`src/rtl/core_axi_master_if.sv`:
```
// AXI3 single-beat channel bundle between core_axi_master and the system interconnect.
interface core_axi_master_if #(
  parameter int ADDR_W = 32,
  parameter int DATA_W = 32,
  parameter int ID_W   = 4
);
  logic [ID_W-1:0]     aw_id;
  logic [ADDR_W-1:0]   aw_addr;
  logic [3:0]          aw_len;
  logic [2:0]          aw_size;
  logic [1:0]          aw_burst;
  logic                aw_valid;
  logic                aw_ready;
  logic [ID_W-1:0]     w_id;
  logic [DATA_W-1:0]   w_data;
  logic [DATA_W/8-1:0] w_strb;
  logic                w_last;
  logic                w_valid;
  logic                w_ready;
  logic [ID_W-1:0]     b_id;
  logic [1:0]          b_resp;
  logic                b_valid;
  logic                b_ready;
  logic [ID_W-1:0]     ar_id;
  logic [ADDR_W-1:0]   ar_addr;
  logic [3:0]          ar_len;
  logic [2:0]          ar_size;
  logic [1:0]          ar_burst;
  logic                ar_valid;
  logic                ar_ready;
  logic [ID_W-1:0]     r_id;
  logic [DATA_W-1:0]   r_data;
  logic [1:0]          r_resp;
  logic                r_last;
  logic                r_valid;
  logic                r_ready;

  modport master (
    output aw_id, aw_addr, aw_len, aw_size, aw_burst, aw_valid,
    output w_id, w_data, w_strb, w_last, w_valid,
    output b_ready,
    output ar_id, ar_addr, ar_len, ar_size, ar_burst, ar_valid,
    output r_ready,
    input  aw_ready, w_ready, b_id, b_resp, b_valid, ar_ready,
    input  r_id, r_data, r_resp, r_last, r_valid
  );

  modport slave (
    input  aw_id, aw_addr, aw_len, aw_size, aw_burst, aw_valid,
    input  w_id, w_data, w_strb, w_last, w_valid,
    input  b_ready,
    input  ar_id, ar_addr, ar_len, ar_size, ar_burst, ar_valid,
    input  r_ready,
    output aw_ready, w_ready, b_id, b_resp, b_valid, ar_ready,
    output r_id, r_data, r_resp, r_last, r_valid
  );
endinterface

```
`src/rtl/core_axi_master.sv`:
```
// Registered single-outstanding AXI3 master for the core's fetch and data ports.
// Optional watchdog with DRAIN recovery is enabled by defining AXI_TIMEOUT_EN.
module core_axi_master #(
  parameter int              ADDR_W      = 32,
  parameter int              DATA_W      = 32,
  parameter int              ID_W        = 4,
  parameter logic [ID_W-1:0] INST_ID     = 4'b1000,
  parameter logic [ID_W-1:0] DATA_ID     = 4'b0000,
  parameter int              TIMEOUT_CYC = 256
) (
  input  logic                clk,
  input  logic                reset,
  input  logic                inst_req,
  input  logic [ADDR_W-1:0]   pc,
  output logic [DATA_W-1:0]   inst,
  output logic                inst_stall,
  output logic                inst_access_fault,
  input  logic                req_mem,
  input  logic                wmem,
  input  logic [ADDR_W-1:0]   addr,
  input  logic [DATA_W-1:0]   data_o,
  input  logic [DATA_W/8-1:0] wmask,
  output logic [DATA_W-1:0]   data_i,
  output logic                data_stall,
  output logic                data_err,
  core_axi_master_if.master   axi
);
  localparam logic [2:0] AXI_SIZE = 3'($clog2(DATA_W / 8));

  typedef enum logic [2:0] {
    IDLE    = 3'd0,
    RD_ADDR = 3'd1,
    RD_DATA = 3'd2,
    WR_REQ  = 3'd3,
    WR_RESP = 3'd4,
    DONE    = 3'd5
`ifdef AXI_TIMEOUT_EN
    , DRAIN = 3'd6
`endif
  } state_t;

  state_t              state_r, next_state_s;
  logic [ADDR_W-1:0]   addr_r;
  logic [DATA_W-1:0]   wdata_r, inst_r, data_i_r;
  logic [DATA_W/8-1:0] wstrb_r;
  logic [ID_W-1:0]     id_r;
  logic                is_wr_r, is_inst_r;
  logic                ar_done_r, aw_done_r, w_done_r;
  logic                ar_valid_r, aw_valid_r, w_valid_r, r_ready_r, b_ready_r;
  logic                inst_done_r, data_done_r, inst_fault_r, data_err_r;
  logic                ar_hs_s, aw_hs_s, w_hs_s, r_hs_s, b_hs_s;
  logic                ar_done_s, aw_done_s, w_done_s, id_match_s;
  logic                capture_s, cmpl_err_s, stray_s, timeout_s, expired_s;
  logic                ar_valid_s, aw_valid_s, w_valid_s, r_ready_s, b_ready_s;
  logic                inst_done_s, data_done_s, inst_fault_s, data_err_s;

  assign ar_hs_s    = ar_valid_r & axi.ar_ready;
  assign aw_hs_s    = aw_valid_r & axi.aw_ready;
  assign w_hs_s     = w_valid_r & axi.w_ready;
  assign r_hs_s     = r_ready_r & axi.r_valid;
  assign b_hs_s     = b_ready_r & axi.b_valid;
  assign ar_done_s  = (state_r != IDLE) & (ar_done_r | ar_hs_s);
  assign aw_done_s  = (state_r != IDLE) & (aw_done_r | aw_hs_s);
  assign w_done_s   = (state_r != IDLE) & (w_done_r | w_hs_s);
  assign id_match_s = (axi.r_id == id_r);

`ifdef AXI_TIMEOUT_EN
  localparam int CNT_W = $clog2(TIMEOUT_CYC + 1);
  logic [CNT_W-1:0] cnt_r;
  logic             to_r;

  // watchdog: cycles spent in the current bus-wait state, plus a sticky timed-out flag
  always_ff @(posedge clk) begin
    if (reset) begin
      cnt_r <= '0;
      to_r  <= 1'b0;
    end else begin
      if (next_state_s != state_r) cnt_r <= '0;
      else if (state_r inside {RD_ADDR, RD_DATA, WR_REQ, WR_RESP}) cnt_r <= cnt_r + CNT_W'(1);
      if (state_r == IDLE) to_r <= 1'b0;
      else if (timeout_s) to_r <= 1'b1;
    end
  end
  assign expired_s = (cnt_r >= CNT_W'(TIMEOUT_CYC - 1));
`else
  assign expired_s = 1'b0;
`endif

  // next-state decode with per-cycle completion events
  always_comb begin
    next_state_s = state_r;
    capture_s    = 1'b0;
    cmpl_err_s   = 1'b0;
    stray_s      = 1'b0;
    timeout_s    = 1'b0;
    case (state_r)
      IDLE: begin
        // data access wins: it belongs to an older instruction than the fetch
        if (req_mem) next_state_s = wmem ? WR_REQ : RD_ADDR;
        else if (inst_req) next_state_s = RD_ADDR;
        else next_state_s = IDLE;
      end
      RD_ADDR: begin
        if (ar_hs_s) next_state_s = RD_DATA;
        else if (expired_s) begin next_state_s = DONE; timeout_s = 1'b1; end
        else next_state_s = RD_ADDR;
      end
      RD_DATA: begin
        if (r_hs_s && id_match_s) begin
          next_state_s = DONE;
          capture_s    = 1'b1;
          cmpl_err_s   = (axi.r_resp != 2'b00);
        end else if (r_hs_s) stray_s = 1'b1;
        else if (expired_s) begin next_state_s = DONE; timeout_s = 1'b1; end
        else next_state_s = RD_DATA;
      end
      WR_REQ: begin
        if (aw_done_s && w_done_s) next_state_s = WR_RESP;
        else if (expired_s) begin next_state_s = DONE; timeout_s = 1'b1; end
        else next_state_s = WR_REQ;
      end
      WR_RESP: begin
        if (b_hs_s) begin
          next_state_s = DONE;
          cmpl_err_s   = (axi.b_resp != 2'b00);
        end else if (expired_s) begin next_state_s = DONE; timeout_s = 1'b1; end
        else next_state_s = WR_RESP;
      end
`ifdef AXI_TIMEOUT_EN
      DONE:  next_state_s = to_r ? DRAIN : IDLE;
      DRAIN: begin
        if (is_wr_r ? (aw_done_s && w_done_s && b_hs_s) : (ar_done_s && r_hs_s)) next_state_s = IDLE;
        else next_state_s = DRAIN;
      end
`else
      DONE:  next_state_s = IDLE;
`endif
      default: next_state_s = IDLE;
    endcase
  end

  // next values of the registered bus and core outputs, decoded from the next state
  always_comb begin
    ar_valid_s  = 1'b0;
    aw_valid_s  = 1'b0;
    w_valid_s   = 1'b0;
    r_ready_s   = 1'b0;
    b_ready_s   = 1'b0;
    inst_done_s = 1'b0;
    data_done_s = 1'b0;
    case (next_state_s)
      RD_ADDR: ar_valid_s = 1'b1;
      RD_DATA: r_ready_s  = 1'b1;
      WR_REQ: begin
        aw_valid_s = ~aw_done_s;
        w_valid_s  = ~w_done_s;
      end
      WR_RESP: b_ready_s = 1'b1;
      DONE: begin
        inst_done_s = is_inst_r;
        data_done_s = ~is_inst_r;
        // after a timeout, requests already offered must stay up until accepted
        ar_valid_s  = ~is_wr_r & ~ar_done_s;
        aw_valid_s  = is_wr_r & ~aw_done_s;
        w_valid_s   = is_wr_r & ~w_done_s;
      end
`ifdef AXI_TIMEOUT_EN
      DRAIN: begin
        ar_valid_s = ~is_wr_r & ~ar_done_s;
        aw_valid_s = is_wr_r & ~aw_done_s;
        w_valid_s  = is_wr_r & ~w_done_s;
        r_ready_s  = ~is_wr_r;
        b_ready_s  = is_wr_r;
      end
`endif
      default: ar_valid_s = 1'b0;
    endcase
    inst_fault_s = inst_done_s & (cmpl_err_s | timeout_s);
    data_err_s   = (data_done_s & (cmpl_err_s | timeout_s)) | stray_s;
  end

  // state register and registered outputs
  always_ff @(posedge clk) begin
    if (reset) begin
      state_r      <= IDLE;
      ar_valid_r   <= 1'b0;
      aw_valid_r   <= 1'b0;
      w_valid_r    <= 1'b0;
      r_ready_r    <= 1'b0;
      b_ready_r    <= 1'b0;
      inst_done_r  <= 1'b0;
      data_done_r  <= 1'b0;
      inst_fault_r <= 1'b0;
      data_err_r   <= 1'b0;
    end else begin
      state_r      <= next_state_s;
      ar_valid_r   <= ar_valid_s;
      aw_valid_r   <= aw_valid_s;
      w_valid_r    <= w_valid_s;
      r_ready_r    <= r_ready_s;
      b_ready_r    <= b_ready_s;
      inst_done_r  <= inst_done_s;
      data_done_r  <= data_done_s;
      inst_fault_r <= inst_fault_s;
      data_err_r   <= data_err_s;
    end
  end

  // request capture while idle, handshake bookkeeping and returned data
  always_ff @(posedge clk) begin
    if (reset) begin
      addr_r    <= '0;
      wdata_r   <= '0;
      wstrb_r   <= '0;
      id_r      <= '0;
      is_wr_r   <= 1'b0;
      is_inst_r <= 1'b0;
      ar_done_r <= 1'b0;
      aw_done_r <= 1'b0;
      w_done_r  <= 1'b0;
      inst_r    <= '0;
      data_i_r  <= '0;
    end else begin
      ar_done_r <= ar_done_s;
      aw_done_r <= aw_done_s;
      w_done_r  <= w_done_s;
      if (state_r == IDLE) begin
        addr_r    <= req_mem ? addr : pc;
        wdata_r   <= data_o;
        wstrb_r   <= wmask;
        id_r      <= req_mem ? DATA_ID : INST_ID;
        is_wr_r   <= req_mem & wmem;
        is_inst_r <= ~req_mem;
      end
      if (capture_s || timeout_s) begin
        if (is_inst_r) inst_r <= capture_s ? axi.r_data : '0;
        else data_i_r <= capture_s ? axi.r_data : '0;
      end
    end
  end

  assign axi.aw_id     = DATA_ID;
  assign axi.aw_addr   = addr_r;
  assign axi.aw_len    = 4'd0;
  assign axi.aw_size   = AXI_SIZE;
  assign axi.aw_burst  = 2'b01;
  assign axi.aw_valid  = aw_valid_r;
  assign axi.w_id      = DATA_ID;
  assign axi.w_data    = wdata_r;
  assign axi.w_strb    = wstrb_r;
  assign axi.w_last    = 1'b1;
  assign axi.w_valid   = w_valid_r;
  assign axi.b_ready   = b_ready_r;
  assign axi.ar_id     = id_r;
  assign axi.ar_addr   = addr_r;
  assign axi.ar_len    = 4'd0;
  assign axi.ar_size   = AXI_SIZE;
  assign axi.ar_burst  = 2'b01;
  assign axi.ar_valid  = ar_valid_r;
  assign axi.r_ready   = r_ready_r;

  assign inst              = inst_r;
  assign inst_stall        = inst_req & ~inst_done_r;
  assign inst_access_fault = inst_fault_r;
  assign data_i            = data_i_r;
  assign data_stall        = req_mem & ~data_done_r;
  assign data_err          = data_err_r;
endmodule

```
`src/flat_wrapper.sv`:
```
// flat-port wrapper written by rule: the top's interface ports become plain ports
module core_axi_master_flat 
#(
  parameter int              ADDR_W      = 32,
  parameter int              DATA_W      = 32,
  parameter int              ID_W        = 4,
  parameter logic [ID_W-1:0] INST_ID     = 4'b1000,
  parameter logic [ID_W-1:0] DATA_ID     = 4'b0000,
  parameter int              TIMEOUT_CYC = 256
)
  (clk, reset, inst_req, pc, inst, inst_stall, inst_access_fault, req_mem, wmem, addr, data_o, wmask, data_i, data_stall, data_err, axi_aw_id, axi_aw_addr, axi_aw_len, axi_aw_size, axi_aw_burst, axi_aw_valid, axi_w_id, axi_w_data, axi_w_strb, axi_w_last, axi_w_valid, axi_b_ready, axi_ar_id, axi_ar_addr, axi_ar_len, axi_ar_size, axi_ar_burst, axi_ar_valid, axi_r_ready, axi_aw_ready, axi_w_ready, axi_b_id, axi_b_resp, axi_b_valid, axi_ar_ready, axi_r_id, axi_r_data, axi_r_resp, axi_r_last, axi_r_valid);
  core_axi_master_if #(.ADDR_W(ADDR_W), .DATA_W(DATA_W), .ID_W(ID_W)) axi_i ();
  input  logic clk;
  input  logic reset;
  input  logic inst_req;
  input  logic [ADDR_W-1:0] pc;
  output logic [DATA_W-1:0] inst;
  output logic inst_stall;
  output logic inst_access_fault;
  input  logic req_mem;
  input  logic wmem;
  input  logic [ADDR_W-1:0] addr;
  input  logic [DATA_W-1:0] data_o;
  input  logic [DATA_W/8-1:0] wmask;
  output logic [DATA_W-1:0] data_i;
  output logic data_stall;
  output logic data_err;
  output wire logic [$bits(axi_i.aw_id)-1:0] axi_aw_id;
  output wire logic [$bits(axi_i.aw_addr)-1:0] axi_aw_addr;
  output wire logic [$bits(axi_i.aw_len)-1:0] axi_aw_len;
  output wire logic [$bits(axi_i.aw_size)-1:0] axi_aw_size;
  output wire logic [$bits(axi_i.aw_burst)-1:0] axi_aw_burst;
  output wire logic [$bits(axi_i.aw_valid)-1:0] axi_aw_valid;
  output wire logic [$bits(axi_i.w_id)-1:0] axi_w_id;
  output wire logic [$bits(axi_i.w_data)-1:0] axi_w_data;
  output wire logic [$bits(axi_i.w_strb)-1:0] axi_w_strb;
  output wire logic [$bits(axi_i.w_last)-1:0] axi_w_last;
  output wire logic [$bits(axi_i.w_valid)-1:0] axi_w_valid;
  output wire logic [$bits(axi_i.b_ready)-1:0] axi_b_ready;
  output wire logic [$bits(axi_i.ar_id)-1:0] axi_ar_id;
  output wire logic [$bits(axi_i.ar_addr)-1:0] axi_ar_addr;
  output wire logic [$bits(axi_i.ar_len)-1:0] axi_ar_len;
  output wire logic [$bits(axi_i.ar_size)-1:0] axi_ar_size;
  output wire logic [$bits(axi_i.ar_burst)-1:0] axi_ar_burst;
  output wire logic [$bits(axi_i.ar_valid)-1:0] axi_ar_valid;
  output wire logic [$bits(axi_i.r_ready)-1:0] axi_r_ready;
  input wire logic [$bits(axi_i.aw_ready)-1:0] axi_aw_ready;
  input wire logic [$bits(axi_i.w_ready)-1:0] axi_w_ready;
  input wire logic [$bits(axi_i.b_id)-1:0] axi_b_id;
  input wire logic [$bits(axi_i.b_resp)-1:0] axi_b_resp;
  input wire logic [$bits(axi_i.b_valid)-1:0] axi_b_valid;
  input wire logic [$bits(axi_i.ar_ready)-1:0] axi_ar_ready;
  input wire logic [$bits(axi_i.r_id)-1:0] axi_r_id;
  input wire logic [$bits(axi_i.r_data)-1:0] axi_r_data;
  input wire logic [$bits(axi_i.r_resp)-1:0] axi_r_resp;
  input wire logic [$bits(axi_i.r_last)-1:0] axi_r_last;
  input wire logic [$bits(axi_i.r_valid)-1:0] axi_r_valid;
  assign axi_aw_id = axi_i.aw_id;
  assign axi_aw_addr = axi_i.aw_addr;
  assign axi_aw_len = axi_i.aw_len;
  assign axi_aw_size = axi_i.aw_size;
  assign axi_aw_burst = axi_i.aw_burst;
  assign axi_aw_valid = axi_i.aw_valid;
  assign axi_w_id = axi_i.w_id;
  assign axi_w_data = axi_i.w_data;
  assign axi_w_strb = axi_i.w_strb;
  assign axi_w_last = axi_i.w_last;
  assign axi_w_valid = axi_i.w_valid;
  assign axi_b_ready = axi_i.b_ready;
  assign axi_ar_id = axi_i.ar_id;
  assign axi_ar_addr = axi_i.ar_addr;
  assign axi_ar_len = axi_i.ar_len;
  assign axi_ar_size = axi_i.ar_size;
  assign axi_ar_burst = axi_i.ar_burst;
  assign axi_ar_valid = axi_i.ar_valid;
  assign axi_r_ready = axi_i.r_ready;
  assign axi_i.aw_ready = axi_aw_ready;
  assign axi_i.w_ready = axi_w_ready;
  assign axi_i.b_id = axi_b_id;
  assign axi_i.b_resp = axi_b_resp;
  assign axi_i.b_valid = axi_b_valid;
  assign axi_i.ar_ready = axi_ar_ready;
  assign axi_i.r_id = axi_r_id;
  assign axi_i.r_data = axi_r_data;
  assign axi_i.r_resp = axi_r_resp;
  assign axi_i.r_last = axi_r_last;
  assign axi_i.r_valid = axi_r_valid;
  core_axi_master #(.ADDR_W(ADDR_W), .DATA_W(DATA_W), .ID_W(ID_W), .INST_ID(INST_ID), .DATA_ID(DATA_ID), .TIMEOUT_CYC(TIMEOUT_CYC)) u_core (.clk(clk), .reset(reset), .inst_req(inst_req), .pc(pc), .inst(inst), .inst_stall(inst_stall), .inst_access_fault(inst_access_fault), .req_mem(req_mem), .wmem(wmem), .addr(addr), .data_o(data_o), .wmask(wmask), .data_i(data_i), .data_stall(data_stall), .data_err(data_err), .axi(axi_i));
endmodule
```
`config.mk`:
```
export PLATFORM = sky130hd
export DESIGN_NAME = core_axi_master_flat
export DESIGN_NICKNAME = d
export VERILOG_FILES = /design/src/rtl/core_axi_master_if.sv /design/src/rtl/core_axi_master.sv /design/src/flat_wrapper.sv
export SDC_FILE = /design/constraint.sdc
export NUM_CORES = 1
export LEC_CHECK = 0
export BUFFER_PORTS_ARGS = -buffer_cell sky130_fd_sc_hd__buf_2
export CORE_AREA = 2 2 139 141
export DETAILED_ROUTE_END_ITERATION = 8
export DIE_AREA = 0 0 141 143
export PLACE_DENSITY_LB_ADDON = 0.3
export SLEW_MARGIN = 20
export SYNTH_ARGS = -nofsm -noshare
export SYNTH_HDL_FRONTEND = slang
export SYNTH_SLANG_ARGS = --single-unit
```
`constraint.sdc`:
```
create_clock -name clk -period 1.7 [get_ports clk]
set_clock_uncertainty 0.2 [all_clocks]
set_input_delay 0.17 -clock clk [delete_from_list [all_inputs] [get_ports clk]]
set_output_delay 0.17 -clock clk [all_outputs]
set_load 0.1 [all_outputs]
```
# Word level (Yosys, flattened, before mapping)
# Index checks and enable logic that the tools add are counted.
dict set report totals {
  mem_bits_rw 0
  latchBits 0
  mem_bits_ro 0
  in_bits 155
  mem_count 0
  register_bits 153
  output_inout_bits 204
}
dict set report op_classes {
  reduce_logical 8
  n_lt_le_gt_ge 0
  muxes 26
  add_sub_neg 0
  n_eq_ne 10
  n_shift 0
  n_div 0
  n_bitwise 28
  mul 0
}
# operator n
set ops {}
lappend ops {{2-to-1 mux 32 bit} 1}
lappend ops {{AND 1 bit} 16}
lappend ops {{case mux 3 bit (5 select lines)} 1}
lappend ops {{2-to-1 mux 1 bit} 13}
lappend ops {{equality test 3 x 2 -> 1 bit (second input constant)} 4}
lappend ops {{2-to-1 mux 3 bit} 4}
lappend ops {{equality test 3 bit (second input constant)} 3}
lappend ops {{NOT 1 bit} 8}
lappend ops {{case mux 1 bit (2 select lines)} 4}
lappend ops {{equality test 3 x 1 -> 1 bit (second input constant)} 2}
lappend ops {{equality test 4 bit} 1}
lappend ops {{2-to-1 mux 2 bit} 2}
lappend ops {{2-to-1 mux 4 bit} 1}
lappend ops {{OR 1 bit} 4}
lappend ops {{AND reduction 2 bit} 2}
lappend ops {{nonzero test 2 bit} 2}
lappend ops {{zero test 3 bit} 1}
lappend ops {{nonzero test 3 bit} 1}
lappend ops {{logical AND 1 bit} 2}

# Longest topological paths before layout
dict set report depth {
  depth_word 10
  depth_mapped 8
  mapped_depth_nobuf 5
}

# Worst setup path after synthesis
# OpenSTA, ideal clock, no wires.
dict set report synth_timing {
  kind {input port to output port}
  from {in req_mem}
  to {out data_stall}
  arrival_ps 2193
  n_path_buf 2
  stages 3
  path_slack_ps -863
  required_ps 1330
  cell_sequence {buf_2 > buf_1 > nor2b_1}
}
dict set report synth_via {
  elab_chain_len 1
}
# item line_no
set synth_rtl {}
lappend synth_rtl {{start, declared} flat_wrapper.sv:20} ;# input logic req_mem;
lappend synth_rtl {{AND 1 bit} core_axi_master.sv:266} ;# assign data_stall = req_mem & ~data_done_r;
lappend synth_rtl {{end, declared} flat_wrapper.sv:26} ;# output logic data_stall;
# Every way passes these cells.

# Worst setup path after layout
dict set report layout_timing {
  from {reg u_core.state_r[2]}
  to {reg u_core.addr_r[1] (netlist: u_core.axi.ar_addr[1])}
}
dict set report layout_via {
  elab_chain_len 1
}
# item line_no
set layout_rtl {}
lappend layout_rtl {{start, declared} core_axi_master.sv:42} ;# state_t state_r, next_state_s;
lappend layout_rtl {{start signal, assigned} core_axi_master.sv:196} ;# state_r <= next_state_s;
lappend layout_rtl {{zero test 3 bit} core_axi_master.sv:227} ;# if (state_r == IDLE) begin
lappend layout_rtl {{end signal, assigned} core_axi_master.sv:228} ;# addr_r <= req_mem ? addr : pc;
lappend layout_rtl {{end, declared} core_axi_master.sv:43} ;# logic [ADDR_W-1:0] addr_r;
# Every way passes these cells.
# A chain may end at the register's enable or synchronous reset.

==> summary.txt <==
Final #Nets: 1330
H-tree levels: 4
Synth area leader: dfxtp_1
Total GRT Usage: 0.189
Vias in the first global route: 6055
Via count: 6454
Failing checks: setup timing
Pleak: 4.82 nW
Most frequent cells in the layout: 320 x buf_2, 202 x nand2_1, 137 x dlygate4sd3_1, 109 x dfxtp_1, 101 x a21oi_1
Worst-margin pin slew: 0.522 ns
GRT overflow: 0
Outcome: complete, but fails checks
CP startpoint kind: register
Post-synth top area share: 0.494
Setup TNS Final: -0.0209 ns
Final Instance Area: 10300 um2
Worst slack at placement: -0.0407 ns
Worst setup margin: -0.00435 ns
Multiplexer share of the synthesized area: 0.0531
Minimum clock period: 1.70 ns
Slew Limit Fails: 0
Antenna violations before repair: 1
Relative slew slack: 0.654
Simple-gate share of the synthesized area: 0.186
Largest net degree at the start of global routing: 48
Achievable frequency: 0.587 GHz
Max cap viols: 0
Post-Route WL: 20.6 mm
Ys Warns: 0
Die height: 143 um
Critical path peak fanout: 7
Placed instance area: 7850 um2
CP endpoint kind: register
Chip width: 141 um
Synth Cell Area: 6030 um2
Clk Latency, worst-skew pair: 0.41 ns
Post-DP HPWL: 12.8 mm
Yosys reg bits: 149
Seq/Total Area, Yosys: 0.494
CP arrival: 1.79 ns
RSZ-0062 raised after global routing: true
Core area: 18600 um2
Crit Path Category: register to register
Port bufs: 323
Fin Hold WS: 0.0572 ns
Global-route wire length before repair: 30.4 mm
Die area: 20200 um2
Via/cell ratio: 4.54
Final setup fails: 6
Layout cell share with drive strength beyond 1: 0.422
TritonRoute pass-1 iters: 4
Hold Vio Cnt, Final: 0
CTS root buf: clkbuf_16
CTS clk-pin slew, worst paths: 0.07 ns
XOR/XNOR share of the synthesized area: 0.00145
Mapped Avg Cell Area: 8.27 um2
Synth Area in Compound Gates: 0.147
Number of core rows: 50
CTS tree: built
Most common cell after layout, fill and taps aside: buf_2
Gpl congestion: 0.804
Area grow syn2layout: 71.3%
DRC: 0
Hold WC Path Type: primary input to register
Routed wire per std cell: 14.5 um
# clock sinks: 149
DRT antenna net count: 0
Final period utilization: 1.00
Initial core utilization: 0.325
VDD IR max: 1.01 mV
TritonCTS buffer count: 17
Power per Cell Area: 1270 nW/um2
Initial DRC count: 262
Cell count after synthesis: 730
WP data required: 1.78 ns
Yosys cell types: 33
# IOs: 359
Clk buf depth: 2
Adder-cell share of the synthesized area: 0
Largest family of logic cells by synthesized area: simple AND/OR/NAND/NOR gates
Synth area leaders: dfxtp_1 49%, nand2_1 13%, a21oi_1 8.9%, buf_4 8.0%, mux2i_1 5.3%
-- stage by stage --
| stage | utilization | total power (W) | std cells |
|---|---|---|---|
| after floorplan | - | 0.00791 | 758 |
| after global placement | 0.422 | 0.00859 | 1231 |
| after detailed placement | 0.422 | 0.00861 | 1231 |
| after CTS | 0.533 | 0.0129 | 1404 |
| after global routing | 0.556 | 0.0136 | 1423 |
| final | 0.556 | 0.0131 | 1423 |
-- Yosys cell counts --
master	n
buf_6	2
o211ai_1	3
a41oi_1	1
nor2b_1	3
mux2i_1	32
buf_1	4
nor3_2	1
a31oi_1	2
xor2_1	1
nor2_1	42
or3_1	2
buf_2	18
a21o_1	2
nand2b_1	2
conb_1	2
a32oi_1	1
dfxtp_1	149
inv_1	1
o22ai_1	1
nand4b_2	1
or2_1	1
nand3b_1	3
nand2_1	203
a21oi_1	107
nand3_1	4
buf_4	64
and3_1	8
o21ai_0	4
nor3_1	5
o21bai_1	1
clkbuf_1	26
a211oi_1	33
nand4b_1	1
-- logic make-up (layout without fill, tap and decap cells) --
kind of cell              count (synthesis)  count (layout)
and+or+nand+nor                         276             277
AOI/OAI and AO/OA                       155             155
DFF                                     149             149
buffers and inverters                   115             544
muxes                                    32              32
other                                     2              31
xor gates and xnor gates                  1               1
-- sequential cells by signal (all words and copies together) (netlist names), 3 cells and up --
name and cells:
u_core.state_r 3, u_core.axi.ar_addr 32, u_core.axi.w_data 32, u_core.axi.w_strb 4, u_core.data_i 32, u_core.inst 32
-- final cells by class --
type,count,area (um2)
fill,1641,8240
timing repair buffer,511,3650
sequential,149,3050
multi-input combinational,495,2730
clock buffer,17,425
tap,234,293
clock inverter,15,184
inverter,1,7.51
antenna,1,2.50
-- critical path: stages (launching register included) --
cell	delay, ns
dfxtp_2	0.34
buf_6	0.13
nor3_4	0.28
buf_12	0.18
buf_12	0.14
buf_12	0.10
clkbuf_16	0.13
a211oi_2	0.05
-- power breakdown --
part / switching [W] / leakage [nW] / total, W / internal (W)
sequential: 0.000194 / 1.23 / 0.00398 / 0.00378
clock: 0.00165 / 0.298 / 0.00388 / 0.00223
combinational: 0.00398 / 3.29 / 0.00525 / 0.00127
total: 0.00583 / 4.82 / 0.0131 / 0.00729
-- repair_timing --
action | 4_1_cts | 5_1_grt
setup buffers | 3 | 16
endpoints found under the hold margin | 141 | 0
pin swaps | 1 | 28
hold buffers | 137 | 0
gates cloned | 1 | 3
endpoints found under the setup margin | 43 | 102
gates resized for setup | 6 | 69
-- metal layers --
layer,share of wire,global-route usage
met4,0.017,0.0632
met1,0.42,0.220
met2,0.50,0.339
met3,0.058,0.0480
met5,0,0
-- final timing paths --
check,start,endpoint,slack (ns),depth (start not counted)
worst max-delay path,u_core.state_r[2],u_core.axi.ar_addr[1],-0.004,7
worst min-delay path,axi_r_resp[0],u_core.inst_access_fault,0.06,4
worst min register to register,u_core.inst[3],u_core.inst[3],0.25,2
worst max register to register,u_core.state_r[2],u_core.axi.ar_addr[1],-0.004,7
Power figures use the tool's default switching activity.
